File: config.mk
export PLATFORM = sky130hd
export DESIGN_NAME = fb_double_writer_flat
export DESIGN_NICKNAME = d
export VERILOG_FILES = /design/src/rtl/fb_pkg.sv /design/src/rtl/fb_double_writer_if.sv /design/src/rtl/fb_addr_calc.sv /design/src/rtl/fb_double_writer.sv /design/src/flat_wrapper.sv
export SDC_FILE = /design/constraint.sdc
export NUM_CORES = 1
export LEC_CHECK = 0
export BUFFER_PORTS_ARGS = -buffer_cell sky130_fd_sc_hd__buf_2
export CAP_MARGIN = 20
export CORE_MARGIN = 2
export CORE_UTILIZATION = 45
export CTS_BUF_LIST = sky130_fd_sc_hd__clkbuf_16
export CTS_CLUSTER_SIZE = 40
export DETAILED_ROUTE_END_ITERATION = 8
export PLACE_DENSITY = 0.66
export RECOVER_POWER = 100
export REMOVE_ABC_BUFFERS = 1
export SLEW_MARGIN = 20
export SYNTH_ARGS = -nofsm -noshare
export SYNTH_HDL_FRONTEND = slang
export SYNTH_HIERARCHICAL = 1
export SYNTH_SLANG_ARGS = --single-unit
export TNS_END_PERCENT = 10
File: constraint.sdc
create_clock -name aclk -period 3.15 [get_ports aclk]
set_clock_uncertainty 0.1 [all_clocks]
set_input_delay 0.315 -clock aclk [delete_from_list [all_inputs] [get_ports aclk]]
set_output_delay 0.315 -clock aclk [all_outputs]
set_load 0.02 [all_outputs]
File: src/rtl/fb_pkg.sv
// fb_pkg: shared constants, FSM state type and pixel packing helper for the
// double-buffered frame-buffer writer.
//   - Window constants: START_X/START_Y (first column/row), END_X/END_Y
//     (exclusive bounds), REGION_DIVIDE (rows below it form the cylinder
//     region), CYL_SHIFT (column correction applied there).
//   - Derived sizes: W, H and the per-bank DEPTH = W*H.
//   - fb_state_t: writer FSM states.
//   - pack_rgb444(): RGB888 {R,G,B} to RGB444 by keeping each channel's top nibble.
package fb_pkg;

    localparam int START_X       = 390;
    localparam int START_Y       = 390;
    localparam int END_X         = 634;
    localparam int END_Y         = 765;
    localparam int REGION_DIVIDE = 530;
    localparam int CYL_SHIFT     = 2;
    localparam int ADDR_W        = 17;

    localparam int W     = END_X - START_X;   // 244
    localparam int H     = END_Y - START_Y;   // 375
    localparam int DEPTH = W * H;             // 91500

    typedef enum logic [0:0] {
        FILL      = 1'b0,
        WAIT_SWAP = 1'b1
    } fb_state_t;

    function automatic logic [11:0] pack_rgb444(input logic [23:0] rgb);
        return {rgb[23:20], rgb[15:12], rgb[7:4]};
    endfunction

endpackage

File: src/rtl/fb_double_writer_if.sv
// fb_double_writer_if: pixel stream from the renderer into the frame-buffer
// writer. Carries the AXI-stream beat plus its hcount/vcount sideband, which
// is coincident with tdata.
//   master : renderer side (drives data, valid and sideband; sees tready)
//   slave  : writer side   (sees data, valid and sideband; drives tready)
interface fb_double_writer_if;

    logic [23:0] pixel_axis_tdata;
    logic        pixel_axis_tvalid;
    logic        pixel_axis_tready;
    logic [10:0] hcount_in;
    logic [9:0]  vcount_in;

    modport master (
        output pixel_axis_tdata,
        output pixel_axis_tvalid,
        output hcount_in,
        output vcount_in,
        input  pixel_axis_tready
    );

    modport slave (
        input  pixel_axis_tdata,
        input  pixel_axis_tvalid,
        input  hcount_in,
        input  vcount_in,
        output pixel_axis_tready
    );

endinterface

File: src/rtl/fb_addr_calc.sv
// fb_addr_calc: two-stage pipeline turning an accepted pixel beat into a
// BRAM write.
//   Stage 1 registers the corrected column, row*W, the in-window flag, the
//   RGB444 data and the target bank. Stage 2 adds column and row*W and drives
//   the write port.
// Ports:
//   aclk, aresetn        clock, asynchronous active-low reset
//   in_valid             beat accepted this cycle
//   hcount, vcount, rgb  beat position and RGB888 data
//   bank                 back bank to write into, sampled with the beat
//   wr_en/wr_addr/wr_data registered BRAM write port, wr_addr = {bank, index}
//   busy                 a beat is still in stage 1 or stage 2
module fb_addr_calc
    import fb_pkg::*;
#(
    parameter int START_X       = fb_pkg::START_X,
    parameter int START_Y       = fb_pkg::START_Y,
    parameter int END_X         = fb_pkg::END_X,
    parameter int END_Y         = fb_pkg::END_Y,
    parameter int REGION_DIVIDE = fb_pkg::REGION_DIVIDE,
    parameter int CYL_SHIFT     = fb_pkg::CYL_SHIFT,
    parameter int ADDR_W        = fb_pkg::ADDR_W
) (
    input  logic              aclk,
    input  logic              aresetn,
    input  logic              in_valid,
    input  logic [10:0]       hcount,
    input  logic [9:0]        vcount,
    input  logic [23:0]       rgb,
    input  logic              bank,
    output logic              wr_en,
    output logic [ADDR_W:0]   wr_addr,
    output logic [11:0]       wr_data,
    output logic              busy
);

    localparam int WIN_W = END_X - START_X;
    localparam int WIN_H = END_Y - START_Y;

    // Two's-complement column (12 bits) and row (11 bits); the MSB is the sign.
    logic [11:0]       col_c;
    logic [10:0]       row_c;
    logic              in_win_c;
    logic [ADDR_W-1:0] row_w_c;

    // NOTE: every always_comb output gets an unconditional assignment first;
    // a path that leaves one unassigned would infer a latch.
    always_comb begin
        col_c = {1'b0, hcount} - 12'(START_X);
        if (vcount < 10'(REGION_DIVIDE)) begin
            col_c = col_c - 12'(CYL_SHIFT);
        end
        row_c    = {1'b0, vcount} - 11'(START_Y);
        in_win_c = !col_c[11] && (col_c[10:0] < 11'(WIN_W)) &&
                   !row_c[10] && (row_c[9:0]  < 10'(WIN_H));
        // Only meaningful inside the window, where row < H keeps it in range.
        row_w_c  = ADDR_W'(row_c[9:0]) * ADDR_W'(WIN_W);
    end

    logic              s1_valid;
    logic              s1_in_win;
    logic              s1_bank;
    logic [ADDR_W-1:0] s1_col;
    logic [ADDR_W-1:0] s1_row_w;
    logic [11:0]       s1_data;
    logic              s2_valid;

    // NOTE: state is updated with non-blocking assignments so every register
    // samples its inputs from before the edge, independent of statement order.
    always_ff @(posedge aclk or negedge aresetn) begin
        if (!aresetn) begin
            s1_valid  <= 1'b0;
            s1_in_win <= 1'b0;
            s1_bank   <= 1'b0;
            s1_col    <= '0;
            s1_row_w  <= '0;
            s1_data   <= '0;
            s2_valid  <= 1'b0;
            wr_en     <= 1'b0;
            wr_addr   <= '0;
            wr_data   <= '0;
        end else begin
            s1_valid <= in_valid;
            if (in_valid) begin
                s1_in_win <= in_win_c;
                s1_bank   <= bank;
                s1_col    <= ADDR_W'(col_c[10:0]);
                s1_row_w  <= row_w_c;
                s1_data   <= pack_rgb444(rgb);
            end
            s2_valid <= s1_valid;
            wr_en    <= s1_valid && s1_in_win;
            if (s1_valid) begin
                wr_addr <= {s1_bank, s1_col + s1_row_w};
                wr_data <= s1_data;
            end
        end
    end

    assign busy = s1_valid || s2_valid;

endmodule

File: src/rtl/fb_double_writer.sv
// fb_double_writer: double-buffered frame-buffer write stage.
// Accepts renderer pixels, writes them as RGB444 into the back bank of a
// two-bank BRAM (instantiated by the parent), and after the last beat of a
// frame stalls the renderer until the display's vblank pulse swaps banks.
// Ports:
//   aclk, aresetn     clock, asynchronous active-low reset
//   pix               pixel stream (slave side), tready decoded from state
//   swap_in           one-cycle vblank-start pulse from the display
//   wr_en_out         BRAM write enable
//   wr_addr_out       {bank, index} write address
//   wr_data_out       RGB444 pixel
//   rd_bank_out       front bank, used by the display as its address MSB
//   frame_done_out    one-cycle pulse after each swap
//   frame_count_out   completed swaps, wraps at 256
module fb_double_writer
    import fb_pkg::*;
#(
    parameter int START_X       = fb_pkg::START_X,
    parameter int START_Y       = fb_pkg::START_Y,
    parameter int END_X         = fb_pkg::END_X,
    parameter int END_Y         = fb_pkg::END_Y,
    parameter int REGION_DIVIDE = fb_pkg::REGION_DIVIDE,
    parameter int CYL_SHIFT     = fb_pkg::CYL_SHIFT,
    parameter int ADDR_W        = fb_pkg::ADDR_W
) (
    input  logic                aclk,
    input  logic                aresetn,
    fb_double_writer_if.slave   pix,
    input  logic                swap_in,
    output logic                wr_en_out,
    output logic [ADDR_W:0]     wr_addr_out,
    output logic [11:0]         wr_data_out,
    output logic                rd_bank_out,
    output logic                frame_done_out,
    output logic [7:0]          frame_count_out
);

    fb_state_t state_q, state_d;
    logic      tready;
    logic      accept;
    logic      do_swap;
    logic      busy;
    logic      last_beat;

    // Raw hcount is used here, not the cylinder-corrected column.
    assign last_beat = (pix.hcount_in == 11'(END_X - 1)) &&
                       (pix.vcount_in == 10'(END_Y - 1));

    always_comb begin
        state_d = state_q;
        tready  = 1'b0;
        accept  = 1'b0;
        do_swap = 1'b0;
        unique case (state_q)
            FILL: begin
                // Gated by reset so the renderer is held off while reset is low.
                tready = aresetn;
                accept = pix.pixel_axis_tvalid && aresetn;
                if (accept && last_beat) begin
                    state_d = WAIT_SWAP;
                end
            end
            WAIT_SWAP: begin
                // A vblank that arrives while writes are still in flight is
                // skipped; the next one completes the swap.
                if (swap_in && !busy) begin
                    do_swap = 1'b1;
                    state_d = FILL;
                end
            end
            default: state_d = FILL;
        endcase
    end

    assign pix.pixel_axis_tready = tready;

    always_ff @(posedge aclk or negedge aresetn) begin
        if (!aresetn) begin
            state_q         <= FILL;
            rd_bank_out     <= 1'b0;
            frame_done_out  <= 1'b0;
            frame_count_out <= '0;
        end else begin
            state_q        <= state_d;
            frame_done_out <= do_swap;
            if (do_swap) begin
                rd_bank_out     <= ~rd_bank_out;
                frame_count_out <= frame_count_out + 8'd1;
            end
        end
    end

    fb_addr_calc #(
        .START_X       (START_X),
        .START_Y       (START_Y),
        .END_X         (END_X),
        .END_Y         (END_Y),
        .REGION_DIVIDE (REGION_DIVIDE),
        .CYL_SHIFT     (CYL_SHIFT),
        .ADDR_W        (ADDR_W)
    ) u_addr_calc (
        .aclk     (aclk),
        .aresetn  (aresetn),
        .in_valid (accept),
        .hcount   (pix.hcount_in),
        .vcount   (pix.vcount_in),
        .rgb      (pix.pixel_axis_tdata),
        .bank     (~rd_bank_out),
        .wr_en    (wr_en_out),
        .wr_addr  (wr_addr_out),
        .wr_data  (wr_data_out),
        .busy     (busy)
    );

endmodule

File: src/flat_wrapper.sv
// flat-port wrapper written by rule: the top's interface ports become plain ports
module fb_double_writer_flat import fb_pkg::*;
#(
    parameter int START_X       = fb_pkg::START_X,
    parameter int START_Y       = fb_pkg::START_Y,
    parameter int END_X         = fb_pkg::END_X,
    parameter int END_Y         = fb_pkg::END_Y,
    parameter int REGION_DIVIDE = fb_pkg::REGION_DIVIDE,
    parameter int CYL_SHIFT     = fb_pkg::CYL_SHIFT,
    parameter int ADDR_W        = fb_pkg::ADDR_W
)
  (aclk, aresetn, swap_in, wr_en_out, wr_addr_out, wr_data_out, rd_bank_out, frame_done_out, frame_count_out, pix_pixel_axis_tdata, pix_pixel_axis_tvalid, pix_hcount_in, pix_vcount_in, pix_pixel_axis_tready);
  fb_double_writer_if pix_i ();
  input  logic aclk;
  input  logic aresetn;
  input  logic swap_in;
  output logic wr_en_out;
  output logic [ADDR_W:0] wr_addr_out;
  output logic [11:0] wr_data_out;
  output logic rd_bank_out;
  output logic frame_done_out;
  output logic [7:0] frame_count_out;
  input wire logic [$bits(pix_i.pixel_axis_tdata)-1:0] pix_pixel_axis_tdata;
  input wire logic [$bits(pix_i.pixel_axis_tvalid)-1:0] pix_pixel_axis_tvalid;
  input wire logic [$bits(pix_i.hcount_in)-1:0] pix_hcount_in;
  input wire logic [$bits(pix_i.vcount_in)-1:0] pix_vcount_in;
  output wire logic [$bits(pix_i.pixel_axis_tready)-1:0] pix_pixel_axis_tready;
  assign pix_i.pixel_axis_tdata = pix_pixel_axis_tdata;
  assign pix_i.pixel_axis_tvalid = pix_pixel_axis_tvalid;
  assign pix_i.hcount_in = pix_hcount_in;
  assign pix_i.vcount_in = pix_vcount_in;
  assign pix_pixel_axis_tready = pix_i.pixel_axis_tready;
  fb_double_writer #(.START_X(START_X), .START_Y(START_Y), .END_X(END_X), .END_Y(END_Y), .REGION_DIVIDE(REGION_DIVIDE), .CYL_SHIFT(CYL_SHIFT), .ADDR_W(ADDR_W)) u_core (.aclk(aclk), .aresetn(aresetn), .pix(pix_i), .swap_in(swap_in), .wr_en_out(wr_en_out), .wr_addr_out(wr_addr_out), .wr_data_out(wr_data_out), .rd_bank_out(rd_bank_out), .frame_done_out(frame_done_out), .frame_count_out(frame_count_out));
endmodule
## Yosys cells after proc, flatten, opt, wreduce, memory -nomap -nowiden

Cells that the tools add are included.

| word-level totals | value |
|---|---|
| bits in registers | 84 |
| input bits | 49 |
| output and inout port bits | 42 |
| word-level logic and storage cells | 47 |

| cells by class | value |
|---|---|
| $add $sub $neg | 5 |
| multiply operators | 1 |
| magnitude comparators | 3 |
| equal/unequal tests | 2 |
| mux-type cells | 8 |
| bitwise logic cells | 2 |
| reductions and logical operators | 12 |

Operator list:

| operator | count |
|---|---|
| $add A11 B17 Y17 | 1 |
| $mul A10 B6 Y15 const B | 1 |
| $mux W12 | 1 |
| $sub A11 B9 Y12 const B | 1 |
| $sub A12 B2 Y12 const B | 1 |
| $eq A11 B10 Y1 const B | 1 |
| $lt A11 B8 Y1 const B | 1 |
| $sub A10 B9 Y11 const B | 1 |
| $eq A10 B10 Y1 const B | 1 |
| $lt A10 B10 Y1 const B | 1 |
| $lt A10 B9 Y1 const B | 1 |
| $add A8 B1 Y8 const B | 1 |
| $logic_and A1 B1 Y1 | 8 |
| $mux W1 | 6 |
| $logic_not A1 Y1 | 3 |
| $not A1 Y1 | 2 |
| $pmux W1 S2 | 1 |
| $logic_or A1 B1 Y1 | 1 |

## Logic depth before layout (Yosys ltp)

Gate-level depths: netlist of run 1.

| depth | value |
|---|---|
| depth in word-level cells | 7 |
| mapped depth | 18 |
| gate-level depth less buffers | 18 |

## Modules after synthesis

Netlist of run 1, hierarchy kept.

By module, submodules not included:

| module | instances | cells an instance | area an instance (um^2) |
|---|---|---|---|
| fb_addr_calc | 1 | 511 | 5316.3 |
| fb_double_writer | 1 | 47 | 541.8 |

## Least setup slack after synthesis of run 1

No wires, ideal clock.

| path | value |
|---|---|
| kind | input -> register |
| from | in pix_vcount_in[2] |
| to | reg u_core.u_addr_calc.s1_row_w[14] |
| arrival | 4129 ps |
| required time | 2925 ps |
| setup slack | -1204 ps |
| stages | 17 |
| buffers on the path | 1 |
| cells stage by stage | buf_6 a2111oi_2 xnor2_1 inv_1 ha_1 inv_1 fa_1 inv_1 fa_1 ha_1 a21o_1 a21oi_1 o21ai_0 a21o_1 a21oi_1 xnor2_1 mux2_2 |

| on the way | value |
|---|---|
| cells in the longest elaborated chain, start to end | 2 |

RTL lines:

| element | RTL line | source |
|---|---|---|
| start, declared | flat_wrapper.sv:26 | `input wire logic [$bits(pix_i.vcount_in)-1:0] pix_vcount_in;` |
| $sub A10 B9 Y11 | fb_addr_calc.sv:53 | `row_c = {1'b0, vcount} - 11'(START_Y);` |
| $mul A10 B6 Y15 | fb_addr_calc.sv:57 | `row_w_c = ADDR_W'(row_c[9:0]) * ADDR_W'(WIN_W);` |
| end signal, assigned | fb_addr_calc.sv:88 | `s1_row_w <= row_w_c;` |
| end, declared | fb_addr_calc.sv:64 | `logic [ADDR_W-1:0] s1_row_w;` |

No other way between the ends.
A chain may end at the register's enable or synchronous reset.

## Worst setup path after layout of run 1

| path | value |
|---|---|
| from | in pix_vcount_in[1] |
| to | reg u_core.u_addr_calc.s1_row_w[11] |

The elaborated chain is that of the path after synthesis.

==> out/results.txt, run 1 <==
The flow ran to the end, but the final reports show violations. The final reports fail on max-capacitance violations, max-slew violations, negative setup slack. The power density over the cells was 796.2 nW/µm²; the total track usage was 0.1929. The synthesized netlist contains 78 unique library cells. The number of maximum-capacitance constraint violations was 1. The tightest slew margin relative to the limit is -0.3177. The initial antenna violation count was 0. The tools report the hold path startpoint as pix_pixel_axis_tdata[15]. The average instance area after synthesis was 10.50 µm². The fraction of final layout cells sized beyond drive strength 1 was 0.3031; the share of the synthesized netlist area taken by xor and xnor gates was 0.08501.

Setup repair after global routing could not meet its margin everywhere. By startpoint and endpoint, the worst setup path is classified as in -> reg. The region available for standard cell placement spans 12,670 µm². STA classifies the critical path endpoint as a flip-flop.

The tools report the number of antenna diodes as 0. The number of top-level pins was 91. In this design, the critical path's most frequently occurring cell is sky130_fd_sc_hd__buf_4.

The detailed-route vias per instance was 5.238; the shortest clock period the worst path allows after layout was 3.769 ns. The slew of the pin with the lowest slew margin was 1.977 ns. Traced cell by cell, the critical path runs through buf_8, buf_6, a2111oi_4, xnor2_2, inv_2, ha_1, inv_1, fa_1, inv_1, fa_1, ha_4, a21o_1, a211oi_2, buf_4, buf_4, buf_4, buf_4, o21a_1, mux2_4. The first TritonRoute pass finished after 4 iterations. The count of pins over their slew limit was 85; the number of clock buffers inserted by TritonCTS was 9. On the critical path, the stage with the largest delay is an instance of sky130_fd_sc_hd__fa_1. After synthesis, the largest family of logic cells by area is adder cells. The tools report the floorplan die area as 13,950 µm². The final critical-path share of the clock period came out at 1.196.

For this run, the slowest stage of the critical path takes 0.48 ns. Worst flop-to-flop path startpoint: u_core/u_addr_calc/s1_valid. The tools report the antenna violation net count after detailed routing as 0.

For the required time at the endpoint of the critical path, the log shows 3.27 ns. The utilization after layout was 0.5826. For this run the aggregate overflow at the end of global routing stands at 0. The first global-routing pass estimated 22,000 µm of wire. After detailed routing, the total wire length is 12,980 µm. The maximum level of the CTS H-tree is 3. Simple-gate area share of the yosys netlist: 0.1145. The tools report the worst setup slack after layout as -0.6185 ns.

The post-placement worst setup slack came out at -1.290 ns. The worst hold-check path type was in -> reg. Excluding fillers, the count of instances in the completed layout stands at 878. The leading register cell type out of synthesis was sky130_fd_sc_hd__dfrtp_1. Compared with the post-synthesis result, the final layout area differs by 26.01%.

For this run, the post-layout net count is 815. The tools report the maximum VDD drop as 420.6 µV. The proportion of synthesized flip-flops having asynchronous set or reset is 1.000, and the floorplan die width is 118.1 µm. The number of port buffers came out at 78. The logs give 4,792 for the number of global-route vias before repair and 6 for the number of warning messages in the yosys log. CTS placed an instance of sky130_fd_sc_hd__clkbuf_16 at the clock tree root.

The post-synthesis mux area share was 0.09718. At the end of routability-driven placement, the weighted congestion stood at 0.8538. The top achievable clock speed was 265.4 MHz; the clock-pin slew on the worst setup and hold paths was 0.06 ns. Entering global routing, the biggest net connects 85 pins. Setup violations remaining at the end of the flow were counted as 8. The cell count after placement was 848.

TritonCTS built the clock tree. The run gives 0.4623 as the effective utilization at floorplan. The fraction of the mapped netlist area in adder cells was 0.1598; the total half-perimeter wirelength after legalization and detailed placement was 9617 µm. The share of the synthesized area in compound gates (AO/OA/AOI/OAI) was 0.1307. The tools report the instance count of the mapped netlist as 558. For the sequential share of the synthesized area, the log shows 0.3588. The die height was 118.1 µm. The clock sink count was 84; the leakage power was 3.398 nW. Along the worst path, the maximum fanout reaches 4. The arrival time reported for the critical path endpoint is 3.89 ns. The beginning of the critical path is pix_vcount_in[1]. The per-cell routed wire length was 14.79 µm; the number of placement rows was 41.

The number of DRC violations after detailed-routing iteration 0 was 219. The synthesized design contains 84 register bits. The maximum count of clock buffers along a single path was 2; the final count of hold timing violations was 0. The count of hold-fix buffers inserted at cts is 0, and the netlist area before placement is 5858 µm².

The power consumption is 5.878 mW. The tools report the kind of launch point of the worst setup path as an input pin. Detailed routing inserted a total of 4,599 vias. The post-route setup TNS is -3.748 ns, and the clock latency of the later-clocked register in the worst-skew pair is 0.33 ns. After detailed routing, the number of remaining DRC violations is 0. Counting flops with a built-in enable in the synthesized netlist gives 0.
[metal layers]
layer,vias to the layer above,global-route usage,share of wire
li1,2215,-,-
met1,2219,0.2419,0.44
met2,134,0.3248,0.48
met3,31,0.02859,0.044
met4,0,0.09337,0.031
met5,-,0,0
[timing repair]
| item | 4_1_cts | 5_1_grt |
|---|---|---|
| pin swaps | 27 | 18 |
| buffers inserted | 13 | 2 |
| gates resized for setup | 32 | 18 |
| setup endpoints to repair | 10 | 10 |
[where the power goes]
| group | switching [mW] | internal, mW |
|---|---|---|
| clock network | 0.383 | 0.595 |
| logic | 1.68 | 1.69 |
| registers | 0.179 | 1.35 |
[sequential cells by signal (all words and copies together), names as in the netlist]
| signal | cells |
|---|---|
| u_core/frame_count_out | 8 |
| u_core/frame_done_out | 1 |
| u_core/rd_bank_out | 1 |
| u_core/state_q | 1 |
| u_core/u_addr_calc/s1_bank | 1 |
| u_core/u_addr_calc/s1_col | 11 |
| u_core/u_addr_calc/s1_data | 12 |
| u_core/u_addr_calc/s1_in_win | 1 |
| u_core/u_addr_calc/s1_row_w | 15 |
| u_core/u_addr_calc/s1_valid | 1 |
| u_core/u_addr_calc/s2_valid | 1 |
| u_core/u_addr_calc/wr_addr | 18 |
| u_core/u_addr_calc/wr_data | 12 |
| u_core/u_addr_calc/wr_en | 1 |
[cell usage after synthesis (3+ instances only)]
cell type                  count  share of area
sky130_fd_sc_hd__o21bai_1      3         0.0038
sky130_fd_sc_hd__o31a_1        3         0.0045
sky130_fd_sc_hd__dfrtp_1      84           0.36
sky130_fd_sc_hd__nand2_1      27          0.017
sky130_fd_sc_hd__nand4b_1      4         0.0060
sky130_fd_sc_hd__mux2_2       47          0.090
sky130_fd_sc_hd__a31oi_1       4         0.0043
sky130_fd_sc_hd__o21ai_0      13          0.011
sky130_fd_sc_hd__ha_1         46          0.098
sky130_fd_sc_hd__nor2b_1       5         0.0053
sky130_fd_sc_hd__mux2i_1       4         0.0068
sky130_fd_sc_hd__o21a_1        6         0.0077
sky130_fd_sc_hd__o211ai_1      3         0.0038
sky130_fd_sc_hd__xnor2_1      38          0.057
sky130_fd_sc_hd__nor3_1        9         0.0077
sky130_fd_sc_hd__nand2b_1      4         0.0043
sky130_fd_sc_hd__clkbuf_1      8         0.0051
sky130_fd_sc_hd__xor2_1       17          0.025
sky130_fd_sc_hd__buf_1         3         0.0019
sky130_fd_sc_hd__o31ai_1       3         0.0038
sky130_fd_sc_hd__a21oi_1      27          0.023
sky130_fd_sc_hd__nand4_1       5         0.0053
sky130_fd_sc_hd__nand3b_1      3         0.0038
sky130_fd_sc_hd__a211oi_1      3         0.0038
sky130_fd_sc_hd__or3_1         3         0.0032
sky130_fd_sc_hd__and3_2        3         0.0038
sky130_fd_sc_hd__nor3b_1       3         0.0038
sky130_fd_sc_hd__a21o_1       11          0.014
sky130_fd_sc_hd__nand3_1       7         0.0060
sky130_fd_sc_hd__fa_1         18          0.062
sky130_fd_sc_hd__nor2_1       25          0.016
sky130_fd_sc_hd__inv_1        64          0.041
[final timing paths]
| kind | cells after the start | end | slack [ns] |
|---|---|---|---|
| max | 19 | u_core/u_addr_calc/s1_row_w[11] | -0.62 |
| min | 2 | u_core/u_addr_calc/s1_data[7] | 0.12 |
| max reg2reg | 4 | u_core/u_addr_calc/wr_addr[14] | 0.17 |
| min reg2reg | 1 | u_core/frame_count_out[7] | 0.36 |
| max in group asynchronous | 2 | u_core/u_addr_calc/s1_data[8] | 1.21 |
| min in group asynchronous | 2 | u_core/frame_count_out[0] | 0.59 |
[per-stage QoR]
stage	hold WS, ns	instance area [µm²]
final	0.1205	7382
after floorplan	-0.08059	5782
after CTS	0.1045	7353
after global routing	0.1100	7382
after global placement	0.3576	6817
after detailed placement	0.3618	6817
[critical path: cells and delay by family]
family	cells	cell delay, ns
muxes	1	0.25
adders and majority gates	4	1.52
buffers and inverters	9	0.87
xor gates and xnor gates	1	0.17
AOI/OAI and AO/OA	4	0.75
[cell families after synthesis]
logic type / count (synthesis)
AND/OR/NAND/NOR: 119
AO/OA/AOI/OAI: 105
flip-flops: 84
buffers and inverters: 79
adder cells (fa/ha/maj): 64
XOR/XNOR: 56
multiplexers: 51
[cells in the final DEF, fill, tap and decap left out, types with 11 or more instances in the layout]
cell	instances
sky130_fd_sc_hd__dfrtp_1	84
sky130_fd_sc_hd__clkbuf_1	46
sky130_fd_sc_hd__buf_2	32
sky130_fd_sc_hd__nor2_1	24
sky130_fd_sc_hd__inv_1	61
sky130_fd_sc_hd__xnor2_1	34
sky130_fd_sc_hd__buf_4	65
sky130_fd_sc_hd__xor2_1	15
sky130_fd_sc_hd__a21o_1	11
sky130_fd_sc_hd__nand2_1	27
sky130_fd_sc_hd__fa_1	17
sky130_fd_sc_hd__a21oi_1	24
sky130_fd_sc_hd__mux2_2	44
sky130_fd_sc_hd__ha_1	37
[final cells by class]
cell class,count,area [µm²]
repair buffers,148,887.1
inverters,64,240.2
fillers,1085,5289
multi-input cells,395,3664
clock buffers,9,225.2
clock inverters,6,48.80
well taps,172,215.2
flip-flops and latches,84,2102
Note: power is estimated with default switching activity, not from simulation.
==> inputs of run 2 (changes only) <==
Settings changed: ABC_AREA from default to 1, SYNTH_HIERARCHICAL 1 to default.
==> out/results.txt, run 2 <==
Max-cap violations in this run came to 0. The worst setup slack after layout is -0.2950 ns, and the fraction of final layout cells sized beyond drive strength 1 is 0.2711. The final count of hold timing violations is 0. The later pin in the worst-skew pair is clocked with a latency of 0.33 ns.

The slew of the pin with the lowest slew margin was 1.459 ns. The final reports fail on negative setup slack. The logs give 91 for the number of top-level pins and 3.437 mW for the internal power of the cells.

For this run, design rule violations remaining after detail routing come to 0. Yosys mapped a number of flops with a built-in enable equal to 0. Once detailed placement completed, the half-perimeter wirelength came to 9893 µm. The clock passes through at most 2 buffers. The tools report the number of warning messages in the yosys log as 0. The wire length on met3 is 522 µm.

The worst hold-check path type was in -> reg. Across the VDD grid, the largest voltage drop is 414.8 µV. The flow ran to the end, but the final reports show violations. The floorplan die width was 118.4 µm. For the routed length on met2, the log shows 7046 µm. The sequential cells in the finished layout cover a total of 2102 µm².

Traced cell by cell, the critical path runs through buf_6, ha_4, inv_4, nand2_4, o21ai_2, nand2_2, buf_6, nand2_2, nand2_2, xor2_2, fa_1, inv_1, fa_1, inv_2, ha_4, nand2_4, nor3_4, nand3_2, nand3_1, nand2_1, nand3_1, o21ai_1. Counting I/O delays and the setup requirement, the final critical path takes 3.445 ns. TritonCTS built the clock tree. After detailed routing, no signal wire sits above met4. Counting stages on the worst path, the most repeated cell is sky130_fd_sc_hd__nand2_2. Number of placement rows: 41. The top cell types in the final layout, fill and taps aside, are sky130_fd_sc_hd__nand2_1 (236), sky130_fd_sc_hd__inv_1 (90), sky130_fd_sc_hd__dfrtp_1 (84). Summed over all layers, the global routing overflow is 0.

The run gives 5,254 as the number of global-route vias before repair. The proportion of synthesized flip-flops having asynchronous set or reset was 1.000. The largest registers in the layout are u_core.u_addr_calc.wr_addr (18), u_core.u_addr_calc.s1_row_w (15). The maximum fanout along the worst path came out at 5. The first global-routing pass estimated 23,940 µm of wire. The run gives 3.55 ns as the arrival time reported for the critical path endpoint. Setup-violating endpoint count in the final report: 9. The run gives 0.4646 as the effective utilization at floorplan. The number of flip-flops and latches in the synthesized netlist is 84. The most instantiated library cell after synthesis is sky130_fd_sc_hd__nand2_1. By area the synthesized netlist is led by sky130_fd_sc_hd__dfrtp_1 (36%), sky130_fd_sc_hd__nand2_1 (16%), sky130_fd_sc_hd__ha_1 (10%). The floorplan step defined a die boundary enclosing 14,010 µm². Dividing the detail-routed via count by the number of cells gives 4.796. Synthesis produced 758 cells.

The sequential share of the synthesized area was 0.3571; the post-layout net count was 1,036. In the synthesized netlist the dominant register cell turns out to be sky130_fd_sc_hd__dfrtp_1. For the worst setup path, the data required time is 3.25 ns. The run gives 0.584 as the combinational cell fraction of total power. The tools report the largest net degree at the start of global routing as 59. STA classifies the critical path startpoint as an input pin. The total net switching power came out at 2.438 mW. The number of fill cells is 1,138. The switching power share of the total is 0.4150, and the maximum level of the CTS H-tree is 3.

The final estimated routing congestion in global placement was 0.9250; the netlist area before placement was 5887 µm². From bottom edge to top edge, the die measures 118.4 µm. The type of the setup path with the least slack is in -> reg. The tools report the count of pins over their slew limit as 0. By count the netlist is led by sky130_fd_sc_hd__nand2_1 (256), sky130_fd_sc_hd__inv_1 (100), sky130_fd_sc_hd__dfrtp_1 (84). The post-synthesis to final-layout area growth came out at 34.73%.

The count of nets left with antenna violations once routing finished came out at 0. The repair_antennas step left the layout with diodes totalling 0. In this run the power density over the cells is 740.6 nW/µm². Setup total negative slack on the finished layout was measured at -1.828 ns. Derived from the worst setup path, the maximum achievable clock frequency is 290.3 MHz. The logs give -0.8912 ns for the post-placement worst setup slack and 3867 µm² for the multi-input combinational cell area. The top-area cell type share of the netlist area came out at 0.3571. Slowest cell on the critical path: sky130_fd_sc_hd__fa_1. The tools report the total track usage as 0.2075. The run gives 0.248 as the power share of the sequential group.

The logs give 14,330 µm for the total wire length after detailed routing and 5 for the number of iterations in the first detailed-routing pass. The cell family contributing the most delay on the critical path is adder cells. The average instance area after synthesis works out to 7.766 µm². The tools report the placeable core area as 12,670 µm². The buffer cell driving the clock tree root was sky130_fd_sc_hd__clkbuf_16. Leaving out fill and tap cells, the most frequent cell in the layout is sky130_fd_sc_hd__nand2_1. The detailed-route wire length on metal 1 is 6509 µm.

The final critical-path share of the clock period is 1.094, and the share of total power in the clock network is 0.168. In this run, the number of DRC markers left after iteration 0 of detailed routing was 260. The synthesized netlist contains 39 unique library cells.

For the post-place instance area, the log shows 6944 µm². Setup repair after global routing could not meet its margin everywhere. In the final routed layout, each cell accounts on average for 13.05 µm. The register with the most flip-flops in the layout has 18 of them. The number of buffer and inverter instances along the worst setup path is 5.

The endpoint kind of the worst setup timing path is a flip-flop. In this design, the stage delay of the slowest critical-path cell is 0.55 ns. The power consumption is 5.874 mW, and the clock sink count is 84.

The run gives 9 as the number of clock buffers inserted by TritonCTS. Buffers placed on the I/O ports in this run total 78. The initial antenna violation count is 0. Counting flops per register, the top entry is u_core.u_addr_calc.wr_addr.

Summing all non-filler instances in the final layout gives an area of 7931 µm². The logs give 0.02736 for the tightest slew margin relative to the limit and 4.102 nW for the leakage power. The synthesized design spends more area on one cell type than any other, namely sky130_fd_sc_hd__dfrtp_1. After clock tree synthesis, the clock-pin slew on the worst setup and hold paths is 0.06 ns.

The routed layout has 5,266 vias.
[run 2: worst paths after layout]
kind,depth (start not counted),to,startpoint,slack (ns)
worst max-delay path,22,u_core.u_addr_calc.s1_row_w[15],pix_vcount_in[2],-0.30
min in group asynchronous,2,u_core.frame_count_out[5],aresetn,0.76
worst min register to register,2,u_core.u_addr_calc.wr_data[5],u_core.u_addr_calc.wr_data[5],0.37
worst min-delay path,3,u_core.u_addr_calc.s1_data[0],pix_pixel_axis_tdata[4],0.08
max in group asynchronous,3,u_core.u_addr_calc.wr_addr[15],aresetn,0.60
worst max register to register,14,u_core.u_addr_calc.wr_addr[16],u_core.u_addr_calc.s1_col[2],0.73
[run 2: per-layer routing]
| layer | GRT usage | vias up |
|---|---|---|
| met5 | 0 | - |
| met4 | 0.06027 | 0 |
| met2 | 0.3595 | 100 |
| met3 | 0.04392 | 19 |
| li1 | - | 2717 |
| met1 | 0.2606 | 2430 |
[run 2: power by group through the flow]
stage               combinational [mW]  clock (mW)  sequential (mW)
floorplan                         1.47           0             1.59
global placement                  2.38           0             1.46
detailed placement                2.41           0             1.47
CTS                               2.87        1.01             1.45
global route                      3.78        1.06             1.49
finish                            3.43       0.985             1.46
[run 2: logic make-up after synthesis]
kind of cell,count (synthesis),share of synthesized area
and+or+nand+nor,377,0.2799
buffers and inverters,124,0.07928
AOI/OAI and AO/OA,79,0.07758
adders and majority gates,66,0.1645
xor gates and xnor gates,28,0.04166
DFF,84,0.3571
[run 2: what timing repair did]
action,CTS,global route
hold endpoints to repair,26,0
pin swaps,42,43
cloned,0,0
setup buffers,12,8
gates resized for setup,75,56
hold buffers,1,0
setup endpoints to repair,10,9
[run 2: cell type report]
cell class,instances,area share
Tap cell,172,0.02713
Clock buffer,9,0.02840
Timing Repair Buffer,166,0.1319
Multi-Input combinational cell,550,0.4876
Inverter,110,0.05332
Sequential cell,84,0.2650
Clock inverter,7,0.006626
[run 2: per-stage QoR]
stage | hold slack, ns | instances | utilization
after global placement | 0.1511 | 1061 | 0.5480
after floorplan | -0.08059 | 744 | -
after global routing | 0.08934 | 1098 | 0.6260
final | 0.08358 | 1098 | 0.6260
after detailed placement | 0.1529 | 1061 | 0.5480
after CTS | 0.06908 | 1090 | 0.6072
[run 2: worst register-to-register path, cell delays in order (launching register included)]
cell,delay [ns]
sky130_fd_sc_hd__dfrtp_1,0.36
sky130_fd_sc_hd__ha_1,0.18
sky130_fd_sc_hd__inv_1,0.06
sky130_fd_sc_hd__fa_1,0.36
sky130_fd_sc_hd__inv_1,0.10
sky130_fd_sc_hd__nand3_1,0.07
sky130_fd_sc_hd__nand2_1,0.10
sky130_fd_sc_hd__a21oi_1,0.10
sky130_fd_sc_hd__o21ai_0,0.29
sky130_fd_sc_hd__nand2_1,0.08
sky130_fd_sc_hd__nand2_1,0.16
sky130_fd_sc_hd__inv_1,0.07
sky130_fd_sc_hd__o21ai_0,0.14
sky130_fd_sc_hd__nand3_1,0.08
sky130_fd_sc_hd__nand2_1,0.10
==> inputs of run 3 (changes only) <==
Settings changed: CORE_UTILIZATION 45 to 40, PLACE_DENSITY 0.66 to default.
==> out/results.txt, run 3 (synthesis gave the netlist of run 2 again) <==
The flow ran to the end, but the final reports show violations. The checks that failed: max-capacitance violations, max-slew violations, negative setup slack. The number of placement rows was 44; the number of clock buffers inserted by TritonCTS was 9. For the pin with the worst max-slew slack, the measured transition is 2.014 ns. The register with the most flip-flops in the layout has 18 of them. The run gives 1,027 as the post-layout net count.

Buffer cell driving the clock tree root: sky130_fd_sc_hd__clkbuf_16. For hold timing, the worst endpoint is u_core.u_addr_calc.s1_data[6]. Power spread over the standard cell area amounts to 710.5 nW/µm². Leaving out fill and tap cells, the most frequent cell in the layout is sky130_fd_sc_hd__nand2_1. The run gives 0 as the final count of hold timing violations.

The worst register-to-register path ends at u_core.u_addr_calc.wr_addr[12]. The worst setup slack after layout was -0.3071 ns. The number of antenna diodes was 0. The number of non-filler instances in the completed layout came out at 1,100.

Placeable core area: 14,480 µm². In this run the most critical hold path is launched from pix_pixel_axis_tdata[14]. The total track usage came out at 0.1739. The final critical-path share of the clock period came out at 1.097. In this run the tool buffered the top-level ports with 78 buffer cells. The count of pins over their slew limit is 120, and the maximum fanout along the worst path is 5. Buffers inserted to repair hold after CTS numbered 0. The worst hold-check path type is in -> reg. Entering global routing, the biggest net connects 85 pins. The cell count after placement is 1,074, and the detailed-route vias per instance is 4.679. Detailed routing inserted a total of 5,147 vias.

The number of DRC violations after detailed-routing iteration 0 is 240. For flop-to-flop paths, the worst setup slack is 0.86 ns. The worst register-to-register path begins at u_core.u_addr_calc.s1_col[2].

TritonCTS built the clock tree. In the layout the commonest cells are sky130_fd_sc_hd__nand2_1 (232), sky130_fd_sc_hd__inv_1 (85), sky130_fd_sc_hd__dfrtp_1 (84). For the worst flop-to-flop path, the logic depth is 14.

Floorplan die area: 15,700 µm². Initial antenna violation count: 0. The worst-case IR drop observed on VDD is 325.7 µV. Kind of launch point of the worst setup path: an input pin. The detail route stage leaves a number of antenna-violating nets equal to 0. For this design the static power due to leakage is 4.043 nW. The later pin in the worst-skew pair is clocked with a latency of 0.33 ns. The die is 125.3 µm wide. After detailed placement, the total cell area comes to 6967 µm². The worst setup path is of the in -> reg kind. The worst path needs 3.457 ns of the cycle, external delays included. The tightest slew margin relative to the limit came out at -0.3426.

Measured along the y axis, the die boundary spans 125.3 µm. The overflow left after global routing was 0. In the final layout, the registers with the most flip-flops are u_core.u_addr_calc.wr_addr (18), u_core.u_addr_calc.s1_row_w (15). The worst hold path depth came out at 3. At the worst endpoint, the arrival time is 3.57 ns. The total half-perimeter wirelength after legalization and detailed placement came out at 9808 µm. The effective utilization at floorplan was 0.4066. No sink is reached through more buffers than the 2 on the longest clock path.

For this run, the top clock speed supported by timing is 289.3 MHz. Post-layout instance area: 7841 µm². The register name with the most flops is u_core.u_addr_calc.wr_addr. The fraction of final layout cells sized beyond drive strength 1 was 0.2740; the wire length of the first global-routing pass was 22,940 µm. The clock sink count is 84.

Endpoint kind of the worst setup timing path: a flip-flop. The logs give 9 for the setup-violating endpoint count in the final report and 5,007 for the number of global-route vias before repair. Data on the critical path is required at its endpoint by 3.26 ns. During I/O placement, the number of pins put on the boundary was 91.

The final routed DRC violation total was 0; the clock-pin slew on the worst setup and hold paths was 0.05 ns. For the number of iterations in the first detailed-routing pass, the log shows 4. Setup repair after global routing could not meet its margin everywhere.

The logs give 0.5416 for the utilization after layout and -1.905 ns for the post-route setup TNS. The post-synthesis to final-layout area growth was 33.20%. The tightest hold margin is 0.08086 ns, and the maximum level of the CTS H-tree is 3. At the end of routability-driven placement, the weighted congestion stood at 0.9282. In the final routed layout, each cell accounts on average for 12.44 µm. The tools report the number of maximum-capacitance constraint violations as 2.

The tools report the total wire length after detailed routing as 13,690 µm.
run 3: changes by cell type in the layout (fill, tap and decap cells not counted), sizes merged:
| cell | before | now |
|---|---|---|
| inv | 114 | 112 |
| buf | 119 | 111 |
| dlygate4sd3 | 1 | 0 |
| clkinv | 2 | 3 |
run 3: per-stage QoR:
stage | total power [mW] | setup slack [ns]
after floorplan | 3.055 | -0.7849
after global placement | 3.864 | -0.8278
after detailed placement | 3.885 | -0.9192
after CTS | 5.195 | -0.2209
after global routing | 6.039 | -0.4281
final | 5.571 | -0.3071
run 3: cell type report:
class | instances | area, µm²
Tap cell | 184 | 230.2
Timing Repair Buffer | 157 | 977.2
Sequential cell | 84 | 2102
Multi-Input combinational cell | 550 | 3835
Fill cell | 1393 | 6638
Clock inverter | 6 | 48.80
Clock buffer | 9 | 225.2
Inverter | 110 | 422.9
run 3: critical path, stage by stage:
cell	delay [ns]
sky130_fd_sc_hd__buf_8	0.10
sky130_fd_sc_hd__ha_4	0.16
sky130_fd_sc_hd__inv_4	0.08
sky130_fd_sc_hd__nand2_4	0.06
sky130_fd_sc_hd__o21ai_2	0.12
sky130_fd_sc_hd__nand2_2	0.10
sky130_fd_sc_hd__buf_6	0.15
sky130_fd_sc_hd__nand2_4	0.07
sky130_fd_sc_hd__nand2_4	0.05
sky130_fd_sc_hd__xor2_2	0.15
sky130_fd_sc_hd__fa_1	0.56
sky130_fd_sc_hd__inv_2	0.05
sky130_fd_sc_hd__fa_1	0.54
sky130_fd_sc_hd__inv_2	0.05
sky130_fd_sc_hd__ha_4	0.31
sky130_fd_sc_hd__nand2_2	0.08
sky130_fd_sc_hd__nor2_4	0.12
sky130_fd_sc_hd__a21oi_2	0.08
sky130_fd_sc_hd__o21bai_1	0.20
sky130_fd_sc_hd__nand2_1	0.08
sky130_fd_sc_hd__nand2_1	0.07
sky130_fd_sc_hd__o22ai_2	0.07
run 3: what timing repair did:
item / CTS / global route
endpoints found under the hold margin: 0 / 0
setup endpoints to repair: 9 / 10
gates resized for setup: 54 / 79
buffers inserted: 5 / 6
pin swaps: 30 / 44
run 3: worst max path at each step:
stage	from	end	slack, ns	depth (start not counted)
2_1_floorplan	pix_vcount_in[1]	u_core.u_addr_calc.s1_row_w[14]	-0.78	18
3_5_place_dp	pix_vcount_in[1]	u_core.u_addr_calc.s1_row_w[14]	-0.92	19
5_1_grt	pix_vcount_in[2]	u_core.u_addr_calc.s1_row_w[14]	-0.43	26
3_3_place_gp	pix_vcount_in[1]	u_core.u_addr_calc.s1_row_w[14]	-0.83	19
4_1_cts	pix_vcount_in[2]	u_core.u_addr_calc.s1_row_w[16]	-0.22	22
6_report	pix_vcount_in[1]	u_core.u_addr_calc.s1_row_w[14]	-0.31	22
run 3: metal layers:
metal  global-route usage  vias to the layer above  wire length (µm)
met5                    0                        -                 0
met4              0.04379                        0               210
met3              0.02567                       15               385
met2               0.2903                       79              6596
met1               0.2385                     2361              6496
li1                     -                     2692                 -
run 3: power by group:
| part | switching [mW] | internal, mW | total [mW] | leakage, nW |
|---|---|---|---|---|
| sequential | 0.144 | 1.31 | 1.46 | 1.05 |
| combinational | 1.74 | 1.39 | 3.13 | 2.85 |
| clock | 0.388 | 0.595 | 0.983 | 0.140 |
| total | 2.27 | 3.30 | 5.57 | 4.04 |
